<file path="config.mk">
export PLATFORM = sky130hd
export DESIGN_NAME = flash_prog_seq
export DESIGN_NICKNAME = d
export VERILOG_FILES = /design/src/rtl/flash_seq_pkg.sv /design/src/rtl/flash_bus_cycle.sv /design/src/rtl/flash_prog_seq.sv
export SDC_FILE = /design/constraint.sdc
export NUM_CORES = 1
export LEC_CHECK = 0
export CELL_PAD_IN_SITES_DETAIL_PLACEMENT = 1
export CELL_PAD_IN_SITES_GLOBAL_PLACEMENT = 2
export CORE_MARGIN = 1
export CORE_UTILIZATION = 38
export DETAILED_ROUTE_END_ITERATION = 8
export PLACE_DENSITY = 0.83
export SYNTH_ARGS = -nofsm -noshare
export SYNTH_HDL_FRONTEND = slang
export SYNTH_SLANG_ARGS = --single-unit
</file>
<file path="constraint.sdc">
create_clock -name clk -period 6.44 [get_ports clk]
set_input_delay 1.288 -clock clk [delete_from_list [all_inputs] [get_ports clk]]
set_output_delay 1.288 -clock clk [all_outputs]
set_load 0.01 [all_outputs]
</file>
<file path="src/rtl/flash_seq_pkg.sv">
// Shared encodings for the NeoGS flash programmer: host command codes, the
// sequencer/bus-cycle state enum and the JEDEC unlock/command constants.
package flash_seq_pkg;

  localparam logic [1:0] CMD_READ       = 2'b00;
  localparam logic [1:0] CMD_PROG       = 2'b01;
  localparam logic [1:0] CMD_SECT_ERASE = 2'b10;
  localparam logic [1:0] CMD_CHIP_ERASE = 2'b11;

  typedef enum logic [3:0] {
    IDLE, W_SETUP, W_PULSE, W_HOLD, STEP, R_SETUP,
    R_PULSE, R_END, POLL_CHK, RECOVER, DONE
  } state_t;

  localparam logic [11:0] JEDEC_A555 = 12'h555;
  localparam logic [11:0] JEDEC_A2AA = 12'h2AA;

  localparam logic [7:0] JEDEC_DAA = 8'hAA;
  localparam logic [7:0] JEDEC_D55 = 8'h55;
  localparam logic [7:0] JEDEC_DA0 = 8'hA0;
  localparam logic [7:0] JEDEC_D80 = 8'h80;
  localparam logic [7:0] JEDEC_D30 = 8'h30;
  localparam logic [7:0] JEDEC_D10 = 8'h10;
  localparam logic [7:0] JEDEC_DF0 = 8'hF0;

  // Index of the final table write: PROG has 4 writes, both erases have 6.
  function automatic logic [2:0] last_step(input logic [1:0] c);
    return (c == CMD_PROG) ? 3'd3 : 3'd5;
  endfunction

endpackage

</file>
<file path="src/rtl/flash_bus_cycle.sv">
// Single flash bus-cycle engine: one write or read per start, owning all
// strobes and pulse-width counters. fin marks the last cycle of a bus cycle.
module flash_bus_cycle
  import flash_seq_pkg::*;
#(
  parameter int ADDR_W = 19,
  parameter int WE_CYC = 2,
  parameter int RD_CYC = 3
) (
  input  logic              clk,
  input  logic              rst,
  input  logic              start,
  input  logic              rw,
  input  logic [ADDR_W-1:0] a,
  input  logic [7:0]        d,
  output logic              fin,
  output logic [7:0]        rdata,
  output logic [ADDR_W-1:0] f_addr,
  output logic [7:0]        f_dout,
  output logic              f_doe,
  input  logic [7:0]        f_din,
  output logic              romcs_n,
  output logic              memoe_n,
  output logic              memwe_n
);

  localparam int MAXC = (WE_CYC > RD_CYC) ? WE_CYC : RD_CYC;
  localparam int CW   = (MAXC > 1) ? $clog2(MAXC) : 1;
  localparam logic [CW-1:0] WE_LAST = CW'(WE_CYC - 1);
  localparam logic [CW-1:0] RD_LAST = CW'(RD_CYC - 1);

  state_t          state_reg, state_next;
  logic [CW-1:0]   cnt_reg, cnt_next;
  logic            accept;

  assign fin    = (state_reg == W_HOLD) || (state_reg == R_END);
  // A new cycle may chain directly off the last cycle of the previous one.
  assign accept = start && ((state_reg == IDLE) || fin);

  always_comb begin
    state_next = state_reg;
    cnt_next   = cnt_reg;
    case (state_reg)
      W_SETUP: begin
        state_next = W_PULSE;
        cnt_next   = '0;
      end
      W_PULSE: begin
        if (cnt_reg == WE_LAST) state_next = W_HOLD;
        else                    cnt_next   = cnt_reg + 1'b1;
      end
      R_SETUP: begin
        state_next = R_PULSE;
        cnt_next   = '0;
      end
      R_PULSE: begin
        if (cnt_reg == RD_LAST) state_next = R_END;
        else                    cnt_next   = cnt_reg + 1'b1;
      end
      default: begin
        if (accept) state_next = rw ? R_SETUP : W_SETUP;
        else        state_next = IDLE;
      end
    endcase
  end

  // Strobes are registered from the next state so they line up with the state.
  always_ff @(posedge clk or posedge rst) begin
    if (rst) begin
      state_reg <= IDLE;
      cnt_reg   <= '0;
      romcs_n   <= 1'b1;
      memoe_n   <= 1'b1;
      memwe_n   <= 1'b1;
      f_doe     <= 1'b0;
      f_addr    <= '0;
      f_dout    <= '0;
      rdata     <= '0;
    end else begin
      state_reg <= state_next;
      cnt_reg   <= cnt_next;
      romcs_n   <= !(state_next inside {W_SETUP, W_PULSE, W_HOLD, R_SETUP, R_PULSE});
      memoe_n   <= !(state_next inside {R_SETUP, R_PULSE});
      memwe_n   <= (state_next != W_PULSE);
      f_doe     <= (state_next inside {W_SETUP, W_PULSE, W_HOLD});
      if (accept) begin
        f_addr <= a;
        f_dout <= d;
      end
      if ((state_reg == R_PULSE) && (cnt_reg == RD_LAST)) rdata <= f_din;
    end
  end

endmodule

</file>
<file path="src/rtl/flash_prog_seq.sv">
// JEDEC command sequencer with DQ7/DQ5 polling for the NeoGS flash programmer.
// Define FLASH_PROG_VERIFY_EN to add a read-back compare after PROG.
module flash_prog_seq
  import flash_seq_pkg::*;
#(
  parameter int ADDR_W   = 19,
  parameter int WE_CYC   = 2,
  parameter int RD_CYC   = 3,
  parameter int POLL_MAX = 65535
) (
  input  logic              clk,
  input  logic              rst,
  input  logic              req,
  input  logic [1:0]        cmd,
  input  logic [ADDR_W-1:0] addr,
  input  logic [7:0]        wdata,
  output logic              busy,
  output logic              done,
  output logic              err,
  output logic [7:0]        rdata,
  output logic [ADDR_W-1:0] f_addr,
  output logic [7:0]        f_dout,
  output logic              f_doe,
  input  logic [7:0]        f_din,
  output logic              romcs_n,
  output logic              memoe_n,
  output logic              memwe_n
);

  localparam int PW = $clog2(POLL_MAX + 1);
  localparam logic [PW-1:0] POLL_LAST = PW'(POLL_MAX);

  state_t            state_reg, state_next;
  logic [2:0]        step_reg, step_next;
  logic [1:0]        cmd_reg, cmd_next;
  logic [ADDR_W-1:0] addr_reg, addr_next;
  logic [7:0]        wdata_reg, wdata_next;
  logic [PW-1:0]     poll_reg, poll_next, reads_now;
  logic              dq5_reg, dq5_next;
  logic              err_next;

  logic              start, rw, fin;
  logic [ADDR_W-1:0] bus_a, tbl_a;
  logic [7:0]        bus_d, tbl_d;
  logic [1:0]        tbl_cmd;
  logic [2:0]        tbl_idx;
  logic              exp_dq7, poll_ok, poll_fail;

  flash_bus_cycle #(.ADDR_W(ADDR_W), .WE_CYC(WE_CYC), .RD_CYC(RD_CYC)) u_bus (
    .clk(clk), .rst(rst), .start(start), .rw(rw), .a(bus_a), .d(bus_d),
    .fin(fin), .rdata(rdata), .f_addr(f_addr), .f_dout(f_dout), .f_doe(f_doe),
    .f_din(f_din), .romcs_n(romcs_n), .memoe_n(memoe_n), .memwe_n(memwe_n)
  );

  // Command table: the entry for the write about to be issued.
  always_comb begin
    tbl_cmd = (state_reg == IDLE) ? cmd : cmd_reg;
    tbl_idx = (state_reg == IDLE) ? 3'd0 : step_reg + 3'd1;
    tbl_a   = ADDR_W'(JEDEC_A555);
    tbl_d   = JEDEC_DAA;
    case (tbl_idx)
      3'd1, 3'd4: begin
        tbl_a = ADDR_W'(JEDEC_A2AA);
        tbl_d = JEDEC_D55;
      end
      3'd2: tbl_d = (tbl_cmd == CMD_PROG) ? JEDEC_DA0 : JEDEC_D80;
      3'd3: begin
        if (tbl_cmd == CMD_PROG) begin
          tbl_a = addr_reg;
          tbl_d = wdata_reg;
        end
      end
      3'd5: begin
        if (tbl_cmd == CMD_SECT_ERASE) begin
          tbl_a = addr_reg;
          tbl_d = JEDEC_D30;
        end else begin
          tbl_d = JEDEC_D10;
        end
      end
      default: ;
    endcase
  end

  assign exp_dq7   = (cmd_reg == CMD_PROG) ? wdata_reg[7] : 1'b1;
  assign reads_now = poll_reg + 1'b1;

  always_comb begin
    state_next = state_reg;
    step_next  = step_reg;
    cmd_next   = cmd_reg;
    addr_next  = addr_reg;
    wdata_next = wdata_reg;
    poll_next  = poll_reg;
    dq5_next   = dq5_reg;
    err_next   = err;
    start      = 1'b0;
    rw         = 1'b0;
    bus_a      = tbl_a;
    bus_d      = tbl_d;
    poll_ok    = 1'b0;
    poll_fail  = 1'b0;
    case (state_reg)
      IDLE: begin
        if (req) begin
          cmd_next   = cmd;
          addr_next  = addr;
          wdata_next = wdata;
          err_next   = 1'b0;
          step_next  = 3'd0;
          start      = 1'b1;
          if (cmd == CMD_READ) begin
            rw         = 1'b1;
            bus_a      = addr;
            state_next = R_SETUP;
          end else begin
            state_next = STEP;
          end
        end
      end
      STEP: begin
        if (fin) begin
          start = 1'b1;
          if (step_reg == last_step(cmd_reg)) begin
            rw         = 1'b1;
            bus_a      = addr_reg;
            poll_next  = '0;
            dq5_next   = 1'b0;
            state_next = POLL_CHK;
          end else begin
            step_next = step_reg + 3'd1;
          end
        end
      end
      POLL_CHK: begin
        if (fin) begin
          poll_next = reads_now;
          if (rdata[7] == exp_dq7) begin
            poll_ok = 1'b1;
          end else if (dq5_reg) begin
            poll_fail = 1'b1;
          end else if (rdata[5]) begin
            // DQ5 set: the chip reports a fault, but DQ7 may flip on the next read.
            dq5_next = 1'b1;
            start    = 1'b1;
            rw       = 1'b1;
            bus_a    = addr_reg;
          end else if (reads_now >= POLL_LAST) begin
            poll_fail = 1'b1;
          end else begin
            start = 1'b1;
            rw    = 1'b1;
            bus_a = addr_reg;
          end
          if (poll_ok) begin
`ifdef FLASH_PROG_VERIFY_EN
            if (cmd_reg == CMD_PROG) begin
              start      = 1'b1;
              rw         = 1'b1;
              bus_a      = addr_reg;
              state_next = R_SETUP;
            end else begin
              state_next = DONE;
              err_next   = 1'b0;
            end
`else
            state_next = DONE;
            err_next   = 1'b0;
`endif
          end
          if (poll_fail) begin
            start      = 1'b1;
            rw         = 1'b0;
            bus_a      = '0;
            bus_d      = JEDEC_DF0;
            state_next = RECOVER;
          end
        end
      end
      RECOVER: begin
        if (fin) begin
          state_next = DONE;
          err_next   = 1'b1;
        end
      end
      R_SETUP: begin
        // Plain READ, or the PROG read-back when verification is built in.
        if (fin) begin
          state_next = DONE;
          err_next   = (cmd_reg == CMD_PROG) && (rdata != wdata_reg);
        end
      end
      DONE:    state_next = IDLE;
      default: state_next = IDLE;
    endcase
  end

  always_ff @(posedge clk or posedge rst) begin
    if (rst) begin
      state_reg <= IDLE;
      step_reg  <= '0;
      cmd_reg   <= CMD_READ;
      addr_reg  <= '0;
      wdata_reg <= '0;
      poll_reg  <= '0;
      dq5_reg   <= 1'b0;
      err       <= 1'b0;
      done      <= 1'b0;
      busy      <= 1'b0;
    end else begin
      state_reg <= state_next;
      step_reg  <= step_next;
      cmd_reg   <= cmd_next;
      addr_reg  <= addr_next;
      wdata_reg <= wdata_next;
      poll_reg  <= poll_next;
      dq5_reg   <= dq5_next;
      err       <= err_next;
      done      <= (state_next == DONE);
      busy      <= !(state_next inside {IDLE, DONE});
    end
  end

endmodule
</file>
==> run metrics <==
Fin. Hold Viols 0; Final min period approximately 3.3 ns; CP Class reg -> reg; post-synthesis cell type count 88; routed wire length about 16 mm; Buf/Inv on CP 0; hold_buf cts 0; switching power roughly 950 uW; Initial Utilization between 30% and 40%; Antenna Cells 0; Crit path largest cell delay 0.97 ns; RSZ-0062 raised after global routing no; clk sinks 101; num ports between 80 and 90; Root Driver clkbuf_16; Final period util roughly half; Final TNS setup 0 ns; Total Power 2.62 mW; Setup Skew about 0.011 ns; Post-Syn Area between 5000 and 6000 um2; top-area cell type share of the netlist area around 43%; cell taking the most area after synthesis dfrtp_1; Worst path top cell family by delay simple AND/OR/NAND/NOR gates; switch share about 36%; TritonRoute pass-1 iters 4; post-CTS setup buffers 0; Layout area overhead 20.2%; max-slew violation total from the final report 0; pwr dens 385 nW/um2; H-tree depth 3; Pleak about 2.7 nW; chip width 124 um; vias in the first global route ~4900; TritonCTS clock tree yes; #FFs+latches synth between 100 and 150; R2R depth 7; crit-path cells nand3b_4, or4_1, o211ai_2, and2_4, nand2_1, a31oi_1, a211oi_1; max_slew headroom roughly a quarter; R2R Path End u_bus.f_dout[3]; crit path to u_bus.f_dout[3]; Synth area leaders dfrtp_1 43%, mux2_2 7.8%, nand2_1 4.2%, o21ai_0 3.9%, xnor2_1 2.5%; nets 670; Synth Area per Inst around 10 um2; worst path required time around 6.7 ns; post-DR vias/cell 5.71; CP startpoint u_bus.state_reg[3]; global route overflow 0; initial antenna violation count 1; synth warn 0; CTS clk-pin slew, worst paths approximately 0.080 ns; total number of vias 4648; Setup crit end kind flip-flop; Final Setup Violations 0; Total GRT Usage 22.2%; Startpoint Class flip-flop; clk buf depth 2; CP max-delay cell or4_1; Worst path depth 7; worst reg2reg startpoint u_bus.state_reg[3]; # port buffers 81; gpl congestion ~0.82; internal power between 1.5 and 2 mW; drt drc 0; largest net degree at the start of global routing 70; Final ANT Viol Nets 0; Top FF cell, synth dfrtp_1; worst slew pin tran ~1.1 ns; worst hold path depth 1; Routed WL per cell 19.6 um; fmax slightly above 300 MHz; hpwl dp around 11 mm; global-route wire length before repair ~26 mm; fraction of layout cells with a size suffix above 1 ~16%; async set-reset flop share out of synthesis 100%; status completed; Post-synth EDFFs 0; maximum vdd ir drop around 0.20 mV; core area about 15000 um2; die area 15400 um2; R2R setup slack between 3 and 4 ns; type of the worst min-delay path reg -> reg; total CTS buffers 9; Reg power frac about two fifths; cts repair resizes 0; 1st-iter DRT viols approximately 250; Combinational Power Share approximately 40%; share of the yosys chip area belonging to registers 44.7%; clock share of power between 20% and 30%; worst path arrival time roughly 3.5 ns; syn nets between 600 and 700; max-cap violations 0; cells after synthesis approximately 570; crit path max fanout 39; Die Ht ~120 um; site row count 44; Skew-Pair Late Insertion Delay approximately 0.36 ns
==> Yosys cell counts (all sizes together), types with 3 or more instances <==
| cell type | number |
|---|---|
| dfrtp | 98 |
| nand2 | 64 |
| o21ai | 47 |
| mux2 | 39 |
| nor2 | 38 |
| buf | 23 |
| a21oi | 20 |
| nand3 | 18 |
| xnor2 | 16 |
| nor3 | 15 |
| inv | 12 |
| a31oi | 11 |
| clkbuf | 11 |
| o31ai | 10 |
| nor4 | 9 |
| a31o | 8 |
| nand2b | 8 |
| o21a | 8 |
| o22a | 8 |
| a21o | 7 |
| a221o | 7 |
| and3 | 6 |
| nand4 | 6 |
| ha | 5 |
| nor2b | 5 |
| o22ai | 4 |
| xor2 | 4 |
| a211oi | 3 |
| a221oi | 3 |
| dfstp | 3 |
| nor3b | 3 |
| o211ai | 3 |
| o41ai | 3 |
| or4 | 3 |
==> power by group through the flow <==
stage	Sequential (mW)	Combinational [mW]	Clock, mW
floorplan	0.988	0.686	0
global placement	1.00	1.02	0
detailed placement	1.01	1.05	0
CTS	1.00	1.06	0.590
global route	1.03	1.15	0.614
finish	1.00	1.05	0.572
==> through the flow <==
stage / setup slack [ns] / util (%) / area (um2) / hold slack [ns] / std cells
2_1_floorplan: 2.51 / - / 5660 / 0.445 / 565
3_3_place_gp: 2.85 / 44.7 / 6500 / 0.483 / 798
3_5_place_dp: 2.82 / 44.7 / 6500 / 0.500 / 798
4_1_cts: 3.17 / 46.8 / 6810 / 0.516 / 814
5_1_grt: 2.99 / 46.8 / 6810 / 0.524 / 814
6_report: 3.15 / 46.8 / 6810 / 0.511 / 814
==> worst register-to-register path, cell delays in order, from the launching register on <==
cell      delay [ns]
dfrtp_1         0.45
nand3b_4        0.28
or4_1           0.97
o211ai_2        0.37
and2_4          0.47
nand2_1         0.19
a31oi_1         0.28
a211oi_1        0.14
==> logic make-up (layout without fill, tap and decap cells) <==
logic type                 after synthesis  after routing  share of synthesized area [%]
and+or+nand+nor                        184            184                           17.1
xor gates and xnor gates                20             20                           3.09
AOI/OAI and AO/OA                      166            166                           21.0
adders and majority gates                5              5                           1.10
buffers and inverters                   48            113                           5.02
DFF                                    101            101                           44.7
other                                    1              1                         0.0662
muxes                                   40             40                           7.93
==> worst min-delay path by stage <==
stage / start / to / slack [ns]
2_1_floorplan: poll_reg[15] / poll_reg[15] / 0.44
3_3_place_gp: addr_reg[12] / u_bus.f_addr[12] / 0.48
3_5_place_dp: addr_reg[0] / addr_reg[0] / 0.50
4_1_cts: addr_reg[0] / addr_reg[0] / 0.52
5_1_grt: addr_reg[2] / addr_reg[2] / 0.52
6_report: addr_reg[15] / u_bus.f_addr[15] / 0.51
==> area by class of cell <==
cell class | instances | area, um2
multi-input combinational | 416 | 2850
sequential | 101 | 2530
tap | 184 | 230
clock inverter | 7 | 81.3
timing repair buffer | 84 | 833
clock buffer | 9 | 225
fill | 1671 | 7730
inverter | 13 | 51.3
==> layout by cell type (no fill, tap or decap), types with 8 or more instances in the layout <==
cell type | Yosys | final
a31oi_1 | 11 | 11
nor3_1 | 14 | 14
dfrtp_1 | 98 | 98
nor2_1 | 36 | 36
xnor2_1 | 16 | 16
nand2_1 | 63 | 63
a31o_2 | 8 | 8
clkbuf_16 | 0 | 9
o21ai_0 | 44 | 44
clkdlybuf4s50_1 | 0 | 81
inv_1 | 12 | 11
o31ai_1 | 10 | 10
nand3_1 | 16 | 16
a21oi_1 | 19 | 19
mux2_2 | 39 | 39
==> routing by layer <==
metal	GRT usage [%]	wire [um]	vias up
met5	0	0	-
met4	6.55	243	0
met3	4.53	587	19
met2	37.8	7830	87
met1	28.3	7270	2352
li1	-	-	2190
Power figures use the tool's default switching activity.
